[src/rtl/riscv_pkg.sv]
// Shared RISC-V front-end definitions: the canonical NOP, the default reset PC,
// the instruction field positions the control unit decodes, and the fetch FSM states.
package riscv_pkg;

    localparam logic [31:0] NOP_INSTR        = 32'h0000_0013;
    localparam logic [31:0] RESET_PC_DEFAULT = 32'h0000_0000;

    localparam int OP_LSB = 0;
    localparam int OP_MSB = 6;
    localparam int F3_LSB = 12;
    localparam int F3_MSB = 14;
    localparam int F7_LSB = 25;
    localparam int F7_MSB = 31;

    typedef enum logic {
        RUN   = 1'b0,
        FLUSH = 1'b1
    } fetch_state_t;

endpackage

[src/rtl/fetch_fifo.sv]
// Small synchronous FIFO holding fetched {pc, instruction} pairs.
// A flush empties it in one cycle. Push and pop may happen together at any fill level.
module fetch_fifo #(
    parameter int DEPTH = 2,
    parameter int WIDTH = 64
) (
    input  logic                   clk,
    input  logic                   rst,
    input  logic                   push,
    input  logic                   pop,
    input  logic                   flush,
    input  logic [WIDTH-1:0]       wdata,
    output logic [WIDTH-1:0]       rdata,
    output logic [$clog2(DEPTH):0] count,
    output logic                   full,
    output logic                   empty
);

    localparam int AW = $clog2(DEPTH);

    logic [WIDTH-1:0] mem [DEPTH];
    logic [AW-1:0]    wr_ptr;
    logic [AW-1:0]    rd_ptr;
    logic             do_pop;

    assign do_pop = pop && !empty;
    assign empty  = (count == '0);
    assign full   = (count == ($clog2(DEPTH) + 1)'(DEPTH));
    assign rdata  = mem[rd_ptr];

    // Storage array: written on every push, no reset needed since count gates reads.
    always_ff @(posedge clk) begin
        if (push) begin
            mem[wr_ptr] <= wdata;
        end
    end

    // Pointer and occupancy bookkeeping; reset and flush both return to empty.
    always_ff @(posedge clk) begin
        if (rst || flush) begin
            wr_ptr <= '0;
            rd_ptr <= '0;
            count  <= '0;
        end else begin
            if (push) begin
                wr_ptr <= wr_ptr + 1'b1;
            end
            if (do_pop) begin
                rd_ptr <= rd_ptr + 1'b1;
            end
            case ({push, do_pop})
                2'b10:   count <= count + 1'b1;
                2'b01:   count <= count - 1'b1;
                default: count <= count;
            endcase
        end
    end

endmodule

[src/rtl/fetch_stage.sv]
// Instruction fetch front end: issues word requests at the fetch PC, buffers in-order
// responses tagged with their PC, and presents the FIFO head to the decode/control logic.
// A taken branch flushes the buffer and drops every response still in flight.
module fetch_stage
    import riscv_pkg::*;
#(
    parameter int              XLEN     = 32,
    parameter logic [XLEN-1:0] RESET_PC = XLEN'(RESET_PC_DEFAULT),
    parameter int              DEPTH    = 2
) (
    input  logic            clk,
    input  logic            rst,
    output logic            imem_req_valid,
    output logic [XLEN-1:0] imem_req_addr,
    input  logic            imem_req_ready,
    input  logic            imem_rsp_valid,
    input  logic [31:0]     imem_rsp_data,
    output logic            instr_valid,
    input  logic            instr_ready,
    output logic [31:0]     Instr,
    output logic [XLEN-1:0] PC,
    output logic [XLEN-1:0] PCPlus4,
    output logic [6:0]      Op,
    output logic [2:0]      funct3,
    output logic [6:0]      funct7,
    input  logic            PCSrc,
    input  logic [XLEN-1:0] PCTarget
);

    localparam int              CW      = $clog2(DEPTH) + 1;
    localparam logic [CW:0]     DEPTH_C = (CW + 1)'(DEPTH);
    localparam logic [XLEN-1:0] PC_STEP = XLEN'(4);

    fetch_state_t     state;
    fetch_state_t     state_next;
    logic [XLEN-1:0]  fpc;
    logic [XLEN-1:0]  pc_tag;
    logic [XLEN-1:0]  target;
    logic [CW-1:0]    outstanding;
    logic [CW-1:0]    outstanding_next;
    logic [CW-1:0]    drop_cnt;
    logic [CW-1:0]    drop_next;
    logic [CW-1:0]    count;
    logic [CW:0]      credit_used;
    logic             req_fire;
    logic             pop;
    logic             redirect;
    logic             push;
    logic             fifo_full;
    logic             fifo_empty;
    logic [XLEN+31:0] head;

    // Buffered entries plus in-flight requests may never exceed the FIFO depth,
    // which guarantees every response has a slot waiting for it.
    assign credit_used    = {1'b0, count} + {1'b0, outstanding};
    assign imem_req_valid = !rst && (credit_used < DEPTH_C);
    assign imem_req_addr  = fpc;
    assign req_fire       = imem_req_valid && imem_req_ready;

    assign pop      = instr_valid && instr_ready;
    assign redirect = pop && PCSrc;
    assign target   = {PCTarget[XLEN-1:2], 2'b00};
    assign push     = imem_rsp_valid && (state == RUN) && !redirect;

    fetch_fifo #(
        .DEPTH (DEPTH),
        .WIDTH (XLEN + 32)
    ) u_fifo (
        .clk   (clk),
        .rst   (rst),
        .push  (push),
        .pop   (pop),
        .flush (redirect),
        .wdata ({pc_tag, imem_rsp_data}),
        .rdata (head),
        .count (count),
        .full  (fifo_full),
        .empty (fifo_empty)
    );

    assign instr_valid = !fifo_empty;
    assign Instr       = instr_valid ? head[31:0] : NOP_INSTR;
    assign PC          = instr_valid ? head[XLEN+31:32] : pc_tag;
    assign PCPlus4     = PC + PC_STEP;
    assign Op          = Instr[OP_MSB:OP_LSB];
    assign funct3      = Instr[F3_MSB:F3_LSB];
    assign funct7      = Instr[F7_MSB:F7_LSB];

    // In-flight count: up on an accepted request, down on any returning response.
    always_comb begin
        outstanding_next = outstanding;
        if (req_fire && !imem_rsp_valid) begin
            outstanding_next = outstanding + 1'b1;
        end else if (!req_fire && imem_rsp_valid) begin
            outstanding_next = outstanding - 1'b1;
        end
    end

    // Responses to discard: a redirect marks everything still in flight as stale.
    always_comb begin
        drop_next = drop_cnt;
        if (redirect) begin
            drop_next = outstanding_next;
        end else if (imem_rsp_valid && (state == FLUSH)) begin
            drop_next = drop_cnt - 1'b1;
        end
    end

    // FLUSH lasts exactly as long as stale responses remain to be discarded.
    always_comb begin
        state_next = state;
        case (state)
            RUN:     if (drop_next != '0) state_next = FLUSH;
            FLUSH:   if (drop_next == '0) state_next = RUN;
            default: state_next = RUN;
        endcase
    end

    // FSM state register.
    always_ff @(posedge clk) begin
        if (rst) begin
            state <= RUN;
        end else begin
            state <= state_next;
        end
    end

    // Fetch PC, response tag PC and the two response counters.
    always_ff @(posedge clk) begin
        if (rst) begin
            fpc         <= RESET_PC;
            pc_tag      <= RESET_PC;
            outstanding <= '0;
            drop_cnt    <= '0;
        end else begin
            outstanding <= outstanding_next;
            drop_cnt    <= drop_next;
            if (redirect) begin
                fpc    <= target;
                pc_tag <= target;
            end else begin
                if (req_fire) begin
                    fpc <= fpc + PC_STEP;
                end
                if (push) begin
                    pc_tag <= pc_tag + PC_STEP;
                end
            end
        end
    end

    // The credit scheme must make pushing into a full buffer impossible.
    assert property (@(posedge clk) disable iff (rst) !(push && fifo_full));

endmodule

[config.mk]
export PLATFORM = sky130hd
export DESIGN_NAME = fetch_stage
export DESIGN_NICKNAME = d
export VERILOG_FILES = /design/src/rtl/riscv_pkg.sv /design/src/rtl/fetch_fifo.sv /design/src/rtl/fetch_stage.sv
export SDC_FILE = /design/constraint.sdc
export NUM_CORES = 1
export LEC_CHECK = 0
export CAP_MARGIN = 20
export CELL_PAD_IN_SITES_DETAIL_PLACEMENT = 1
export CELL_PAD_IN_SITES_GLOBAL_PLACEMENT = 1
export CORE_ASPECT_RATIO = 1.4
export CORE_UTILIZATION = 24
export CTS_BUF_LIST = sky130_fd_sc_hd__clkbuf_8 sky130_fd_sc_hd__clkbuf_16
export CTS_CLUSTER_DIAMETER = 60
export CTS_CLUSTER_SIZE = 10
export DETAILED_ROUTE_END_ITERATION = 10
export PLACE_DENSITY = 0.59
export SLEW_MARGIN = 0
export SYNTH_ARGS = -nofsm -noshare
export SYNTH_HDL_FRONTEND = slang
export SYNTH_HIERARCHICAL = 1
export SYNTH_SLANG_ARGS = --single-unit
[constraint.sdc]
create_clock -name clk -period 4.9 [get_ports clk]
set_input_delay 1.225 -clock clk [delete_from_list [all_inputs] [get_ports clk]]
set_output_delay 1.225 -clock clk [all_outputs]
set_load 0.01 [all_outputs]
== Word-level counts from Yosys, hierarchy flattened ==
Memory sizes are Yosys's and may differ from the RTL's. A register that Yosys moved wholly into a read port is not among the register bits.
Index checks and enable logic that the tools add are counted.

* Add/subtract/negate cells: 11
* Order comparisons: 1
* Equality and inequality tests: 2
* Multiplexer cells: 18
* Bitwise gates (word level): 1
* Reductions and logical operators: 23

{| class="wikitable"
|+ Operators by type and width
! kind !! count
|-
| 2-to-1 mux 32 bit || 6
|-
| adder 32 x 3 -> 32 bit (second input constant) || 3
|-
| logical AND 1 bit || 10
|-
| 2-to-1 mux 2 bit || 4
|-
| nonzero test 2 bit || 4
|-
| 2-to-1 mux 1 bit || 6
|-
| subtractor 2 x 1 -> 2 bit (second input constant) || 3
|-
| logical NOT 1 bit || 5
|-
| adder 2 x 1 -> 2 bit (second input constant) || 2
|-
| logical NOT 2 bit || 2
|-
| one-hot mux 2 bit (2 select lines) || 1
|-
| adder 2 x 2 -> 3 bit || 1
|-
| < comparator 3 x 2 -> 1 bit (second input constant) || 1
|-
| adder 1 bit (second input constant) || 2
|-
| equality test 2 x 1 -> 1 bit (second input constant) || 1
|-
| equality test 2 bit (second input constant) || 1
|-
| one-hot mux 1 bit (2 select lines) || 1
|-
| OR reduction 2 bit || 1
|-
| logical OR 1 bit || 1
|-
| NOT 1 bit || 1
|}

* Flip-flop bits (word level): 73
* Bits in writable memories: 128
* Input bits: 70
* Output and inout bits: 147
* Word-level logic and storage cells: 67
* Memories kept: 1

{| class="wikitable"
|+ Memory list
! name !! words !! bits a word !! read ports !! clocked after Yosys merged registers in !! write ports !! line !! RTL
|-
| u_fifo.mem || 2 || 64 || 1 || 1 || 1 || fetch_fifo.sv:21 || <nowiki>logic [WIDTH-1:0] mem [DEPTH];</nowiki>
|}

== Logic depth before layout (Yosys ltp) ==
Gate-level depths: netlist of run 1.

* Depth after elaboration: 12
* Depth in mapped cells: 14
* Mapped depth without buffers: 9

== Cells and area by module ==
Netlist of run 1, hierarchy kept.

{| class="wikitable"
|+ By module, submodules not included
! module !! times used !! cells an instance !! area each (µm²) !! seq. area each (µm²)
|-
| fetch_stage || 1 || 592 || 4936.0 || 1301.2
|-
| fetch_fifo || 1 || 222 || 4819.6 || 3943.8
|}

== Worst setup path before layout of run 1 ==
OpenSTA, ideal clock, no wires.

* Path type: input to register
* From: input port imem_rsp_valid
* To: memory u_fifo.mem[0][0] (enable)
* Setup time: 0.486 ns
* Arrival: 4.473 ns
* Data required time: 4.414 ns
* Slack: -0.059 ns
* Cell stages on the path: 6
* Path buffers: 2
* Cell sequence: buf_4 nand2b_1 buf_2 nor2_1 inv_1 nor2_1

* Longest elaborated chain between the ends: 4

{| class="wikitable"
|+ RTL lines
! what !! line !! RTL
|-
| start: declaration || fetch_stage.sv:16 || <nowiki>input logic imem_rsp_valid,</nowiki>
|-
| logical AND 1 bit (2 in series) || fetch_stage.sv:63 || <nowiki>assign push = imem_rsp_valid && (state == RUN) && !redirect;</nowiki>
|-
| via push || fetch_stage.sv:48 || <nowiki>logic push;</nowiki>
|-
| 2-to-1 mux 1 bit || fetch_fifo.sv:33 || <nowiki>if (push) begin</nowiki>
|-
| 2-to-1 mux 1 bit (not written as such) || fetch_fifo.sv:34 || <nowiki>mem[wr_ptr] <= wdata;</nowiki>
|-
| end: declaration || fetch_fifo.sv:21 ||
|}

The timed path passes the listed nets, and every way through them passes these cells.

==> results.md, run 1 <==
* Placed Instances at 1,523
* Critical-path maximum fanout at 35
* Highest achievable clock rate at 216 MHz
* Vert. Die Dim at 240 um
* Die span in x at ~170 um
* Number of clock sinks seen by CTS at 198
* Setup repair after global routing missed its margin: no
* Synth Instances at 813
* Die area at a little over 40,000 um2
* Clock transition at the registers of the reported paths at ~0.07 ns
* Kind of path behind the tightest hold check: register to register
* CTS tree: done
* Crit end category: output port
* Cell leakage power at 0.00446 uW
* Number of routed nets with antenna violations at 0
* Maximum clock skew at final layout at 0.0130 ns
* Total via count after detailed routing at between 6,000 and 7,000
* Power per cell area at 510 nW/um2
* # hold bufs at CTS at 0
* Detailed-router iteration count before antenna repair at 7
* Vias per std cell at 4.44
* Number of buffers created by CTS at 17
* H-Tree Level Count at 4
* Vias in the first global route at slightly above 7,000
* Post-DP HPWL at between 15,000 and 20,000 um
* Layout cell share with drive strength beyond 1 at between 10% and 20%
* Final setup violating endpoints at 0
* Top-level port count at about 220
* Worst slew margin relative to its limit at between 50% and 60%
* GRT Resource Usage Total at between 10% and 20%
* Worst setup slack before clock tree synthesis at approximately 0.51 ns
* Final max-slew violation count at 0
* Number of buffers on the longest clock path at 2
* Largest vdd supply drop at roughly 0.27 mV
* Total power after layout at approximately 6600 uW
* Count of buffers inserted at the top-level ports at about 210
* Post-synth design cell area at just under 10,000 um2
* Fin nets at roughly 1,100
* Hold Violations, Final at 0
* Worst Hold Slack at 0.528 ns
* Accumulated negative setup slack at 0 ns
* Core area at 40,200 um2
* Detailed Route WL at 27,000 um
* Number of antenna violations at the first check in global routing at 0
* Worst endpoint required time at 3.67 ns
* WL per Instance at around 17 um
* RD Place Congestion at 0.773
* Cell row count at 87
* Layout overhead on the synthesized area at 33.3%
* Post-route DRC at 2
* Detailed Route Iter0 Violations at 240
* Insertion delay of the later-clocked pin in the worst-skew pair at ~0.46 ns
* Filler cell count at ~4,300
* Syn avg cell area at approximately 12 um2
* Synth Warn # at 6
* Wire length of the first global-routing pass at ~41,000 um
* Worst Max-Slew Pin Slew at ~0.72 ns
* Worst Slack Setup Final at ~0.26 ns
* Endpoint arrival time on the critical path at 3.41 ns
* Start-to-end type of the worst setup path: register to output port
* Initial cell density of the core at around a quarter
* Violations in the final reports: design-rule violations
* Largest net degree at the start of global routing at 75
* Run status: complete, but fails checks
* Diode count at 0
* Max Cap Violations at 0
* GR Overflow Total at 0
* Final min period at ~4.6 ns
* Sort of element at the start of the critical path: register
* Final standard cell count with taps included and fillers excluded at 1,556
* Clock Root Buffer: clkbuf_16
* Share of the clock period used by the worst path after layout at between 90% and 100%
==> worst max-delay path: stages (launching register included) <==
cell             delay, ns
dfxtp_4               0.37
buf_4                 0.44
mux2_2                0.43
mux2i_1               0.35
a211oi_2              0.13
and3_2                0.32
and4bb_1              0.22
xor2_1                0.12
clkdlybuf4s50_1       0.57
==> cell usage in the layout, fill, tap and decap left out, types with 33 or more instances in the layout <==
cell type	instances
edfxtp_1	128
nor2b_1	37
clkdlybuf4s50_1	212
mux2_2	85
xor2_1	49
a21oi_1	55
xnor2_1	33
nand2_1	42
dfxtp_1	69
==> metrics by stage <==
step | instance area, um2 | utilization (%)
after floorplan | 9770 | -
after global placement | 12400 | 30.9
after detailed placement | 12400 | 30.9
after CTS | 13000 | 32.3
after global routing | 13000 | 32.4
final | 13000 | 32.4
==> cell type report <==
cell class / instances / area, um2 / share of cell area [%]
flip-flops and latches: 198 / 5250 / 40.4
repair buffers: 230 / 2300 / 17.7
clock inverters: 12 / 90.1 / 0.693
clock buffers: 19 / 475 / 3.66
inverters: 17 / 63.8 / 0.491
multi-input cells: 546 / 4150 / 31.9
well taps: 534 / 668 / 5.14
==> registers in the layout, indices dropped and copies added, names as in the netlist, named ones only <==
register / flops
u_fifo/mem: 128
imem_req_addr: 30
outstanding: 2
drop_cnt: 2
u_fifo/wr_ptr: 1
state: 1
pc_tag: 30
u_fifo/count: 2
u_fifo/rd_ptr: 1
==> routing by layer <==
metal	track usage, %	share of wire (%)
met5	0	0
met4	6.01	2.4
met3	2.22	3.8
met2	23.4	51
met1	15.4	43
==> where the power goes <==
| part | switching, uW | leakage (uW) | total [uW] | internal [uW] |
|---|---|---|---|---|
| Sequential | 216 | 0.00177 | 2370 | 2150 |
| Clock | 660 | 0.000283 | 1380 | 715 |
| Combinational | 1390 | 0.00240 | 2880 | 1490 |
| Total | 2270 | 0.00446 | 6630 | 4360 |
==> worst paths after layout <==
check	start	endpoint	slack, ns	cells past startpoint
setup / recovery	register	PCPlus4[28]	0.26	8
hold / removal	pc_tag[31]	u_fifo/mem[0][63]	0.53	0
hold reg to reg	pc_tag[31]	u_fifo/mem[0][63]	0.53	0
setup reg to reg	u_fifo/count[0]	imem_req_addr[28]	1.99	7
==> what timing repair did <==
item                                    in CTS  in global routing
endpoints found under the setup margin       0                  7
gates resized for setup                      0                  4
setup buffers                                0                  2
No activity file was read; power rests on OpenSTA's default activity.
==> run 2: changes to the inputs <==
--- a/config.mk
+++ b/config.mk
@@ -15,6 +15,7 @@
 export CTS_CLUSTER_SIZE = 10
 export DETAILED_ROUTE_END_ITERATION = 10
 export PLACE_DENSITY = 0.59
+export REMOVE_ABC_BUFFERS = 1
 export SLEW_MARGIN = 0
 export SYNTH_ARGS = -nofsm -noshare
 export SYNTH_HDL_FRONTEND = slang
==> results.md, run 2 (synthesis gave the netlist of run 1 again) <==
* Run status: finished clean
* Proportion of power drawn by combinational gates at 42.6% (-0.9 points)
* Start-to-end type of the worst setup path: register to output port
* Share of the clock period used by the worst path after layout at 94.3% (-0.32 points)
* Worst Max-Slew Pin Slew at 1.02 ns (+0.300 ns)
* RD Place Congestion at 0.727 (-6.0%)
* Detailed Route WL at 28,100 um (+4.2%)
* H-Tree Level Count at 4 (unchanged)
* Power per cell area at 515 nW/um2 (+0.85%)
* Kind of path behind the tightest hold check: register to register
* Max reg flops at 128 (unchanged)
* Worst endpoint required time at 3.67 ns (about the same)
* Net switching share of the total power at 33.3% (-0.89 points)
* GRT Resource Usage Total at 14.1% (+0.85 points)
* Final min period at 4.62 ns (-0.0157 ns)
* Final max-slew violation count at 0 (unchanged)
* Number of clock sinks seen by CTS at 198 (unchanged)
* Insertion delay of the later-clocked pin in the worst-skew pair at 0.46 ns (about the same)
* Worst setup slack before clock tree synthesis at 0.404 ns (-0.102 ns)
* Clock Root Buffer: clkbuf_16
* Cells along the critical path: nor2_4 -> buf_6 -> nand4_1 -> a211oi_2 -> nand3_2 -> nor4b_2 -> xnor2_1 -> clkdlybuf4s50_1
* Number of routed nets with antenna violations at 0 (unchanged)
* Core area at 40,200 um2 (unchanged)
* Filler cell count at 4,358 (+0.25%)
* WL per Instance at 18.1 um (+4.2%)
* Post-DP HPWL at 20,400 um (+4.1%)
* Max Cap Violations at 0 (unchanged)
* Largest vdd supply drop at 0.250 mV (-6.8%)
* Setup slack, reg-to-reg at 1.86 ns (-0.13 ns)
* Vert. Die Dim at 240 um (unchanged)
* Layout cell share with drive strength beyond 1 at 16.4% (-0.28 points)
* Resized cells post-CTS at 1 (+1)
* Vias in the first global route at 7,481 (+3.0%)
* Number of buffer and inverter stages on the critical path at 2 (unchanged)
* Commonest non-fill, non-tap cell in the layout: clkdlybuf4s50_1
* Critical-path maximum fanout at 32 (-8.6%)
* Fin nets at 1,083 (-0.18%)
* Largest net degree at the start of global routing at 93 (+24%)
* Post-CTS setup buffer count at 0 (unchanged)
* Cell leakage power at 0.00449 uW (+0.60%)
* Total via count after detailed routing at 6,888 (-0.33%)
* # hold bufs at CTS at 0 (unchanged)
* Family with the most delay on the worst path: simple AND/OR/NAND/NOR gates
* Maximum clock skew at final layout at 0.0137 ns (+0.000630 ns)
* Setup repair after global routing missed its margin: no
* Vias per std cell at 4.43 (-0.33%)
* Hold Violations, Final at 0 (unchanged)
* Number of antenna violations at the first check in global routing at 0 (unchanged)
* CP max stage delay at 0.55 ns (-0.02 ns)
* Worst slew margin relative to its limit at 32.0% (-20 points)
* Most frequent cells in the layout: clkdlybuf4s50_1, edfxtp_1, mux2_2, dfxtp_1, a21oi_1
* Sequential group share of total power at 35.4% (-0.3 points)
* Final setup violating endpoints at 0 (unchanged)
* Die span in x at 172 um (unchanged)
* Endpoint arrival time on the critical path at 3.40 ns (about the same)
* CTS tree: done
* Number of buffers created by CTS at 17 (unchanged)
* Initial cell density of the core at 24.3% (unchanged)
* Total power after layout at 6710 uW (+1.1%)
* Layout overhead on the synthesized area at 33.7%
* Top-level port count at 217 (unchanged)
* Area post-placement at 12,400 um2 (unchanged)
* Power Internal at 4470 uW (+2.5%)
* Wire length of the first global-routing pass at 43,000 um (+4.6%)
* Net switching component of the power at 2230 uW (-1.5%)
* GR Overflow Total at 0 (unchanged)
* Number of buffers on the longest clock path at 2 (unchanged)
* Crit end category: output port
* Highest achievable clock rate at 216 MHz (+0.34%)
* Final Instance Area at 13,000 um2 (+0.30%)
* Die area at 41,400 um2 (unchanged)
* Fraction of power consumed by the clock network at 22.0% (+1.3 points)
* Post-route DRC at 0 (-2)
* Count of buffers inserted at the top-level ports at 212 (unchanged)
* Sort of element at the start of the critical path: register
* Register with the most flip-flops: u_fifo/mem
* Worst Slack Setup Final at 0.278 ns (+0.0157 ns)
* Clock transition at the registers of the reported paths at 0.08 ns (about the same)
* Detailed-router iteration count before antenna repair at 4 (-3)
* Cell row count at 87 (unchanged)
* Critical-path top delay cell: clkdlybuf4s50_1
* Detailed Route Iter0 Violations at 229 (-4.6%)
## run 2: routing by layer
layer | global-route usage, % | up-vias | wire (um)
li1 | - | 3314 | -
met1 | 16.2 | 3425 | 11800
met2 | 25.6 | 127 | 14900
met3 | 2.78 | 22 | 964
met4 | 4.75 | 0 | 420
met5 | 0 | - | 0
## run 2: worst min-delay path, delay by kind of cell, from the launching register on
| family | cells | cell delay (ns) |
|---|---|---|
| AOI/OAI and AO/OA | 1 | 0.07 |
| and+or+nand+nor | 1 | 0.07 |
| DFF | 1 | 0.34 |
## run 2: per-stage QoR
| step | cells | setup TNS [ns] | hold slack [ns] | util (%) |
|---|---|---|---|---|
| 2_1_floorplan | 761 | -550.29 | 0.462 | - |
| 3_3_place_gp | 1523 | 0 | 0.515 | 30.9 |
| 3_5_place_dp | 1523 | 0 | 0.520 | 30.9 |
| 4_1_cts | 1555 | 0 | 0.534 | 32.4 |
| 5_1_grt | 1555 | 0 | 0.549 | 32.4 |
| 6_report | 1556 | 0 | 0.523 | 32.4 |
## run 2: power groups by stage
stage	clock network (uW)	registers (uW)	logic [uW]
after CTS	1530	2380	2930
after global placement	0	2400	2890
final	1480	2370	2860
after global routing	1590	2420	3100
after detailed placement	0	2410	2920
after floorplan	0	2410	1390
## run 2: layout make-up
type	count	area, um2	area share (%)
antenna	1	2.50	0.0192
clock buffer	24	578	4.44
clock inverter	8	51.3	0.394
inverter	17	63.8	0.490
multi-input combinational	546	4140	31.7
sequential	198	5250	40.3
tap	534	668	5.13
timing repair buffer	228	2280	17.5
## run 2: worst paths after layout
kind / startpoint / endpoint / cells after the start
worst min register to register: imem_req_addr[3] / imem_req_addr[3] / 2
worst max register to register: u_fifo/count[0] / imem_req_addr[28] / 7
worst min-delay path: imem_req_addr[3] / imem_req_addr[3] / 2
worst max-delay path: u_fifo/count[1] / PCPlus4[30] / 8
